<file path="config.mk">
export PLATFORM = sky130hd
export DESIGN_NAME = spi_regbank
export DESIGN_NICKNAME = d
export VERILOG_FILES = /design/src/rtl/spi_regbank_pkg.sv /design/src/rtl/spi_regbank_phy.sv /design/src/rtl/spi_regbank.sv
export SDC_FILE = /design/constraint.sdc
export NUM_CORES = 1
export LEC_CHECK = 0
export ABC_AREA = 0
export BUFFER_PORTS_ARGS = -buffer_cell sky130_fd_sc_hd__buf_2
export CAP_MARGIN = 5
export CORE_MARGIN = 8
export CORE_UTILIZATION = 35
export CTS_BUF_LIST = sky130_fd_sc_hd__clkbuf_16
export DETAILED_ROUTE_END_ITERATION = 16
export SLEW_MARGIN = 20
export SYNTH_ARGS = -nofsm -noshare
export SYNTH_HDL_FRONTEND = slang
export SYNTH_HIERARCHICAL = 1
export SYNTH_SLANG_ARGS = --single-unit
</file>
<file path="constraint.sdc">
create_clock -name clk -period 7.2 [get_ports clk]
set_input_delay 0.36 -clock clk [delete_from_list [all_inputs] [get_ports clk]]
set_output_delay 0.36 -clock clk [all_outputs]
set_load 0.02 [all_outputs]
</file>
<file path="src/rtl/spi_regbank_pkg.sv">
// Shared types and constants for the SPI register bank.
package spi_regbank_pkg;

    localparam int ADDR_W       = 7;
    localparam int CMD_BITS     = 8;
    localparam int CMD_WR_BIT   = 7;
    localparam int CMD_ADDR_MSB = 6;

    typedef enum logic [1:0] {
        ST_IDLE = 2'd0,
        ST_CMD  = 2'd1,
        ST_DATA = 2'd2
    } state_e;

endpackage

</file>
<file path="src/rtl/spi_regbank_phy.sv">
// SPI mode-0 front end: input synchronisers, SCLK edge detect, bit counter,
// RX and TX shift registers, all in the clk domain.
module spi_regbank_phy
    import spi_regbank_pkg::*;
#(
    parameter int WIDTH = 8
) (
    input  logic             clk,
    input  logic             rst,
    input  logic             spi_cs_n,
    input  logic             spi_clk,
    input  logic             spi_mosi,
    input  logic             active,
    input  logic             in_cmd,
    input  logic             tx_load,
    input  logic [WIDTH-1:0] tx_data,
    input  logic             tx_en,
    output logic             cs_fall,
    output logic             cs_rise,
    output logic             frame_done,
    output logic [WIDTH-1:0] rx_word,
    output logic             miso
);

    localparam int CNT_W = 6;

    logic [2:0]       cs_q;
    logic [2:0]       sclk_q;
    logic [1:0]       mosi_q;
    logic [CNT_W-1:0] bit_cnt_q, bit_cnt_d;
    logic [WIDTH-1:0] rx_q, rx_d;
    logic [WIDTH-1:0] tx_q, tx_d;
    logic             sclk_rise;
    logic             sclk_fall;
    logic [CNT_W-1:0] last_bit;

    // CS sync resets to 0 so a CS held low across reset never looks like a new falling edge.
    always_ff @(posedge clk) begin
        if (rst) begin
            cs_q      <= '0;
            sclk_q    <= '0;
            mosi_q    <= '0;
            bit_cnt_q <= '0;
            rx_q      <= '0;
            tx_q      <= '0;
        end else begin
            cs_q      <= {cs_q[1:0], spi_cs_n};
            sclk_q    <= {sclk_q[1:0], spi_clk};
            mosi_q    <= {mosi_q[0], spi_mosi};
            bit_cnt_q <= bit_cnt_d;
            rx_q      <= rx_d;
            tx_q      <= tx_d;
        end
    end

    assign cs_fall    = ~cs_q[1] & cs_q[2];
    assign cs_rise    =  cs_q[1] & ~cs_q[2];
    assign sclk_rise  =  sclk_q[1] & ~sclk_q[2];
    assign sclk_fall  = ~sclk_q[1] & sclk_q[2];
    assign last_bit   = in_cmd ? CNT_W'(CMD_BITS - 1) : CNT_W'(WIDTH - 1);
    assign frame_done = active & sclk_rise & (bit_cnt_q == last_bit);
    assign rx_word    = {rx_q[WIDTH-2:0], mosi_q[1]};
    assign miso       = tx_en & tx_q[WIDTH-1];

    always_comb begin
        bit_cnt_d = bit_cnt_q;
        rx_d      = rx_q;
        tx_d      = tx_q;
        if (!active) begin
            bit_cnt_d = '0;
            rx_d      = '0;
            tx_d      = '0;
        end else begin
            if (sclk_rise) begin
                rx_d      = rx_word;
                bit_cnt_d = frame_done ? '0 : bit_cnt_q + 1'b1;
            end
            // The fall right after a frame's last rise must keep the freshly loaded MSB.
            if (sclk_fall && (bit_cnt_q != '0)) begin
                tx_d = {tx_q[WIDTH-2:0], 1'b0};
            end
            if (tx_load) begin
                tx_d = tx_data;
            end
        end
    end

endmodule

</file>
<file path="src/rtl/spi_regbank.sv">
// SPI slave register bank: NUM_CFG read/write config registers followed by NUM_STS
// read-only status registers. Define SPI_REGBANK_BURST_EN for auto-increment bursts.
//
// state   | meaning
// IDLE    | CS high, MISO held low
// CMD     | shifting in the 8-bit command byte
// DATA    | shifting WIDTH-bit data frames for the decoded address
module spi_regbank
    import spi_regbank_pkg::*;
#(
    parameter int                       NUM_CFG = 8,
    parameter int                       NUM_STS = 4,
    parameter int                       WIDTH   = 8,
    parameter logic [NUM_CFG*WIDTH-1:0] CFG_RST = '0
) (
    input  logic                                         clk,
    input  logic                                         rst,
    input  logic                                         ena,
    input  logic                                         spi_cs_n,
    input  logic                                         spi_clk,
    input  logic                                         spi_mosi,
    output logic                                         spi_miso,
    input  logic [((NUM_STS > 0) ? NUM_STS : 1)*WIDTH-1:0] status_regs,
    output logic [NUM_CFG*WIDTH-1:0]                     config_regs,
    output logic [NUM_CFG-1:0]                           cfg_wr_stb,
    output logic                                         busy
);

    localparam int TOTAL = NUM_CFG + NUM_STS;

    state_e              state_q, state_d;
    logic [ADDR_W-1:0]   addr_q, addr_d;
    logic                wr_q, wr_d;
    logic                skip_q, skip_d;
    logic [NUM_CFG-1:0]  stb_q, stb_d;
    logic [WIDTH-1:0]    cfg_q [NUM_CFG];
    logic [WIDTH-1:0]    cfg_d [NUM_CFG];

    logic                cs_fall, cs_rise, frame_done, tx_load;
    logic [WIDTH-1:0]    rx_word, rd_data;
    logic [ADDR_W-1:0]   cmd_addr, addr_inc, rd_addr;
    logic                wr_hit;

    spi_regbank_phy #(.WIDTH(WIDTH)) u_phy (
        .clk        (clk),
        .rst        (rst),
        .spi_cs_n   (spi_cs_n),
        .spi_clk    (spi_clk),
        .spi_mosi   (spi_mosi),
        .active     (busy),
        .in_cmd     (state_q == ST_CMD),
        .tx_load    (tx_load),
        .tx_data    (rd_data),
        .tx_en      (busy & ~skip_q),
        .cs_fall    (cs_fall),
        .cs_rise    (cs_rise),
        .frame_done (frame_done),
        .rx_word    (rx_word),
        .miso       (spi_miso)
    );

    assign busy     = (state_q != ST_IDLE);
    assign cmd_addr = rx_word[CMD_ADDR_MSB:0];
    assign addr_inc = (addr_q == ADDR_W'(TOTAL - 1)) ? '0 : addr_q + 1'b1;
    assign rd_addr  = (state_q == ST_CMD) ? cmd_addr : addr_inc;
    assign wr_hit   = (state_q == ST_DATA) && frame_done && !skip_q && wr_q && ena
                      && (addr_q < ADDR_W'(NUM_CFG));

    // Status is sampled at the moment the TX shifter is loaded.
    always_comb begin
        rd_data = '0;
        for (int i = 0; i < NUM_CFG; i++) begin
            if (rd_addr == ADDR_W'(i)) rd_data = cfg_q[i];
        end
        for (int j = 0; j < NUM_STS; j++) begin
            if (rd_addr == ADDR_W'(NUM_CFG + j)) rd_data = status_regs[j*WIDTH +: WIDTH];
        end
    end

    always_comb begin
        state_d = state_q;
        addr_d  = addr_q;
        wr_d    = wr_q;
        skip_d  = skip_q;
        stb_d   = '0;
        tx_load = 1'b0;
        cfg_d   = cfg_q;
        case (state_q)
            ST_IDLE: begin
                if (cs_fall) begin
                    state_d = ST_CMD;
                    skip_d  = 1'b0;
                end
            end
            ST_CMD: begin
                if (frame_done) begin
                    state_d = ST_DATA;
                    addr_d  = cmd_addr;
                    wr_d    = rx_word[CMD_WR_BIT];
                    tx_load = 1'b1;
                end
            end
            ST_DATA: begin
                if (frame_done && !skip_q) begin
`ifdef SPI_REGBANK_BURST_EN
                    addr_d  = addr_inc;
                    tx_load = 1'b1;
`else
                    skip_d  = 1'b1;
`endif
                end
            end
            default: state_d = ST_IDLE;
        endcase
        for (int i = 0; i < NUM_CFG; i++) begin
            if (wr_hit && (addr_q == ADDR_W'(i))) begin
                cfg_d[i] = rx_word;
                stb_d[i] = 1'b1;
            end
        end
        if (cs_rise) state_d = ST_IDLE;
    end

    always_ff @(posedge clk) begin
        if (rst) begin
            state_q <= ST_IDLE;
            addr_q  <= '0;
            wr_q    <= 1'b0;
            skip_q  <= 1'b0;
            stb_q   <= '0;
            for (int i = 0; i < NUM_CFG; i++) cfg_q[i] <= CFG_RST[i*WIDTH +: WIDTH];
        end else begin
            state_q <= state_d;
            addr_q  <= addr_d;
            wr_q    <= wr_d;
            skip_q  <= skip_d;
            stb_q   <= stb_d;
            for (int i = 0; i < NUM_CFG; i++) cfg_q[i] <= cfg_d[i];
        end
    end

    assign cfg_wr_stb = stb_q;

    for (genvar g = 0; g < NUM_CFG; g++) begin : g_cfg_out
        assign config_regs[g*WIDTH +: WIDTH] = cfg_q[g];
    end

endmodule

</file>
After elaboration in Yosys (flattened, before gate mapping)
Cells that the tools add are included.

cells by class
  mux-type cells = 33
  add/subtract/negate cells = 2
  bitwise operators = 15
  equality and inequality tests = 25
  $lt $le $gt $ge = 1
  reductions and logical operators = 28

operator list
  cell                   number
  $mux W8                14
  $eq A7 B3 Y1 const B   8
  $eq A7 B4 Y1 const B   5
  $eq A7 B2 Y1 const B   4
  $logic_and A1 B1 Y1    15
  $eq A7 B1 Y1 const B   2
  $logic_not A7 Y1       2
  $mux W7                2
  $mux W1                12
  $and A1 B1 Y1          8
  $add A7 B1 Y7 const B  1
  $lt A7 B4 Y1 const B   1
  $not A1 Y1             7
  $add A6 B1 Y6 const B  1
  $eq A6 B3 Y1 const B   1
  $mux W6                1
  $pmux W2 S3            1
  $reduce_and A3 Y1      2
  $reduce_bool A2 Y1     3
  $reduce_bool A6 Y1     1
  $mux W2                2
  $ne A2 B2 Y1 const B   2
  $reduce_or A2 Y1       2
  $eq A2 B1 Y1 const B   1
  other kinds (6)        6

word-level totals
  bits of input ports = 38
  bits in registers = 112

Logic depth before layout (Yosys ltp)
  depth after elaboration = 17
  mapped depth = 14

Cells and area by module
The synthesis kept the hierarchy.

modules (own cells, without submodules)
  module           area an instance (um^2)  times used  cells an instance
  spi_regbank      4376.7                   1           555
  spi_regbank_phy  1342.5                   1           151

Worst setup path after synthesis
Ideal clock, no wire load.

  path type = reg2reg
  start = register addr_q[0]
  end = register u_phy.tx_q[0]
  setup time = 122 ps
  path buffers = 2
  stages on the path, launching flop included = 13
  clock period less this slack = 2581 ps
  slack = 4619 ps
  data arrival time = 2459 ps
  path through = dfxtp_1 ha_1 buf_2 nand3b_1 o211ai_4 o22ai_1 nand2_2 buf_4 nor2_1 a211oi_1 a21oi_1 mux2_2 o311a_1

between the ends
  cells in the longest elaborated chain, start to end = 17
  elaborated cells on any way between the ends = 29
  those cells by class = add/sub (1); eq/ne (12); mux (15); reduce/logical (1)

ends and longest elaborated chain
  item                                           line                   source
  from (decl)                                    spi_regbank.sv:32      logic [ADDR_W-1:0] addr_q, addr_d;
  from (signal assigned)                         spi_regbank.sv:134     addr_q <= addr_d;
  $add A7 B1 Y7 or $eq A7 B4 Y1 (tied branches)  spi_regbank.sv:64      assign addr_inc = (addr_q == ADDR_W'(TOTAL - 1)) ? '0 : addr_q + 1'b1;
  $mux W7 *                                      spi_regbank.sv:64
  $mux W7 *                                      spi_regbank.sv:65      assign rd_addr = (state_q == ST_CMD) ? cmd_addr : addr_inc;
  $logic_not A7 Y1                               spi_regbank.sv:73      if (rd_addr == ADDR_W'(i)) rd_data = cfg_q[i];
  $mux W8 (8 in a row)                           spi_regbank.sv:73
  $mux W8 (3 in a row)                           spi_regbank.sv:76      if (rd_addr == ADDR_W'(NUM_CFG + j)) rd_data = status_regs[j*WIDTH +: WIDTH];
  $mux W8 *                                      spi_regbank.sv:76
  via rd_data[0]                                 spi_regbank.sv:40      logic [WIDTH-1:0] rx_word, rd_data;
  $mux W8 *                                      spi_regbank_phy.sv:82  if (tx_load) begin
  to (signal assigned)                           spi_regbank_phy.sv:52  tx_q <= tx_d;
  to (decl)                                      spi_regbank_phy.sv:32  logic [WIDTH-1:0] tx_q, tx_d;

The timed path passes the listed nets; every way through them passes the cells marked *.
A chain may end at the register's enable or synchronous reset.

Final worst setup path
Same ends and word-level chain as after synthesis.

==> summary.txt <==
GRT
  – Gr usage total: 0.193
  – Total gr overflow: 0
  – Vias in the first global route: around 5200
  – Antenna violations before repair: 0
  – Maximum number of pins on one net before global-route repair: between 90 and 100
  – First-pass GRT wire length: 30800 um

Cells and area
  – Commonest non-fill, non-tap cell in the layout: nand2_1
  – Most frequent cells in the layout: 131 x nand2_1, 112 x dfxtp_1, 111 x buf_2
  – Multi-input logic area: 0.00316 mm2
  – Layout Cell Area excl Fill: 0.00660 mm2
  – Layout cells sized above 1: 0.210
  – Layout Nets: ~820
  – Fillers: 1671
  – Synth-to-Final Area Change: 15.4%
  – FF+latch area: ~0.0022 mm2
  – Ant. Diodes: 0

Die
  – Ports: 112
  – Initial Util: 0.359
  – Die Span X: 144 um
  – Die area: 0.0207 mm2
  – Die Y-Extent: 144 um
  – Core area: about 0.016 mm2
  – # rows: 46

Route
  – 1st-pass router iterations: 5
  – Post-route ant nets: 0
  – Initial DRC count: 637
  – Vias/cell: 5.65
  – Met2 Wirelength: 8810 um
  – Met1 WL: 9060 um
  – Vias post-DR: 5615
  – DRC: 0
  – Drt total wl: 19700 um
  – Routed wl met3: 1470 um
  – Top sig layer: met4
  – Routed len/inst: 19.8 um

Synth
  – Flops & latches, synth: around 110
  – Synth area leaders: dfxtp_1 39%, nand2_1 8.6%, a21oi_1 7.9%, nand3_1 6.0%, clkbuf_1 2.4%
  – Post-synth top flop: dfxtp_1
  – Synth Warn #: 6
  – Share of the synthesized area in the top cell type: 0.392
  – Post-synth top area cell: dfxtp_1
  – Syn Area/Cell: 8.10 um2
  – Ys async rst share: 0
  – Post-synthesis sequential area ratio: 0.392
  – Post-Syn Instances: 706
  – Mapped cell area: 0.00572 mm2
  – EDFF count, synth: 0
  – Netlist cell types: 78
  – Mapped Nets: 750

Critical path
  – Startpoint types: flip-flop
  – Crit. End Element: flip-flop
  – Crit Path Class: flip-flop to flip-flop
  – Worst Path Arrival: just under 4 ns
  – Critical Path Fanout Max: 22
  – CP Data Required Time: between 7 and 8 ns

Place
  – DP Worst Slack: approximately 3.8 ns
  – Dpl hpwl: 14000 um
  – GP Congestion: 0.858
  – Buffers on Ports: 111
  – Post-placement cell area: ~0.0063 mm2

Clocking
  – # hold bufs at CTS: 0
  – Max Root-Sink Buffers: 2
  – Clk Latency, worst-skew pair: 0.36 ns
  – Sink Count: around 110
  – Post-CTS sizing: 0
  – Total CTS buffers: 9
  – Post-CTS Setup Bufs: 0
  – Reg clk slew, reported paths: 0.07 ns
  – CTS tree: yes
  – Root buf cell: clkbuf_16
  – H-tree Lvls: 3

Worst hold path
  – Worst hold path type: input pin to flip-flop

Timing
  – Final setup fails: 0
  – Fin worst setup slack: around 3.6 ns
  – Post-layout min period: 3.58 ns
  – Crit share post-route: 0.497
  – Post-Route Skew: 0.0104 ns
  – Worst Max-Slew Pin Slew: 1.08 ns
  – Fmax: 279 MHz
  – RSZ-0062 raised after global routing: false
  – Final Hold Viols: 0
  – Rel. slew slack: 0.281
  – Setup Total Neg Slack: 0 ns
  – Slew Limit Fails: 0

Run
  – Max-cap violations: 0

Status
  – Status: complete, no violations

Pwr
  – IR drop worst, VDD: 104 uV
  – Pleak: about 2.4 nW
  – Pwr Density: 182 mW/mm2
==> through the flow <==
stage	hold slack, ns	power [W]	cells	util
after floorplan	0.414	0.000662	706	-
after global placement	0.420	0.000679	978	0.394
after detailed placement	0.427	0.000679	978	0.394
after CTS	0.202	0.00121	994	0.414
after global routing	0.216	0.00124	994	0.414
final	0.213	0.00120	994	0.414
==> final timing paths <==
| kind | startpoint | endpoint | slack (ns) | cells after the start |
|---|---|---|---|---|
| max | addr_q[0] | u_phy/tx_q[0] | 3.62 | 10 |
| min | spi_mosi | u_phy/mosi_q[0] | 0.21 | 2 |
| max reg2reg | addr_q[0] | u_phy/tx_q[0] | 3.62 | 10 |
| min reg2reg | u_phy/cs_q[0] | u_phy/cs_q[1] | 0.44 | 1 |
==> cell usage after synthesis, drive strengths merged (4+ instances only) <==
cell type	count
clkbuf	37
nand3	68
ha	6
a211oi	4
a22o	4
o221ai	4
inv	8
a22oi	8
dfxtp	112
a221oi	11
nand2	135
o2111ai	9
or3	5
nor2	35
a21oi	92
o21ai	15
o211ai	9
o22ai	9
buf	22
nand2b	8
a32oi	12
nand3b	5
nor2b	21
nor3	12
a222oi	4
==> per-layer routing <==
| layer | up-vias | global-route usage |
|---|---|---|
| li1 | 2688 | - |
| met1 | 2662 | 0.259 |
| met2 | 238 | 0.291 |
| met3 | 27 | 0.0518 |
| met4 | 0 | 0.0653 |
| met5 | - | 0 |
==> flip-flops by register name, summed over array words and instances, names as in the netlist <==
name             cells
wr_q                 1
u_phy/tx_q           8
state_q              2
u_phy/sclk_q         3
config_regs         64
cfg_wr_stb           8
u_phy/rx_q           7
u_phy/bit_cnt_q      6
skip_q               1
addr_q               7
u_phy/mosi_q         2
u_phy/cs_q           3
==> critical path: stages, from the launching register on <==
cell,delay [ns]
dfxtp_1,0.55
ha_1,0.78
and3b_4,0.34
a21oi_4,0.10
o21ai_2,0.59
a221oi_1,0.20
a211oi_1,0.32
o22ai_1,0.16
a21oi_1,0.16
mux2_2,0.17
o311a_1,0.15
==> kinds of logic after synthesis <==
kind of cell               share of synthesized area
DFF                                            0.392
xor gates and xnor gates                     0.00460
buffers and inverters                         0.0578
and+or+nand+nor                                0.265
adders and majority gates                     0.0131
muxes                                         0.0114
AOI/OAI and AO/OA                              0.256
==> report_power, final <==
part	switching, W	total (W)	internal (W)
Sequential	0.00000282	0.000624	0.000621
Combinational	0.0000253	0.0000407	0.0000153
Clock	0.000231	0.000534	0.000303
==> layout make-up <==
type / instances / share of cell area
well taps: 216 / 0.0410
repair buffers: 115 / 0.0887
clock inverters: 7 / 0.0131
multi-input cells: 527 / 0.479
clock buffers: 9 / 0.0341
flip-flops and latches: 112 / 0.340
inverters: 8 / 0.00455
(Power assumes the default switching activity.)
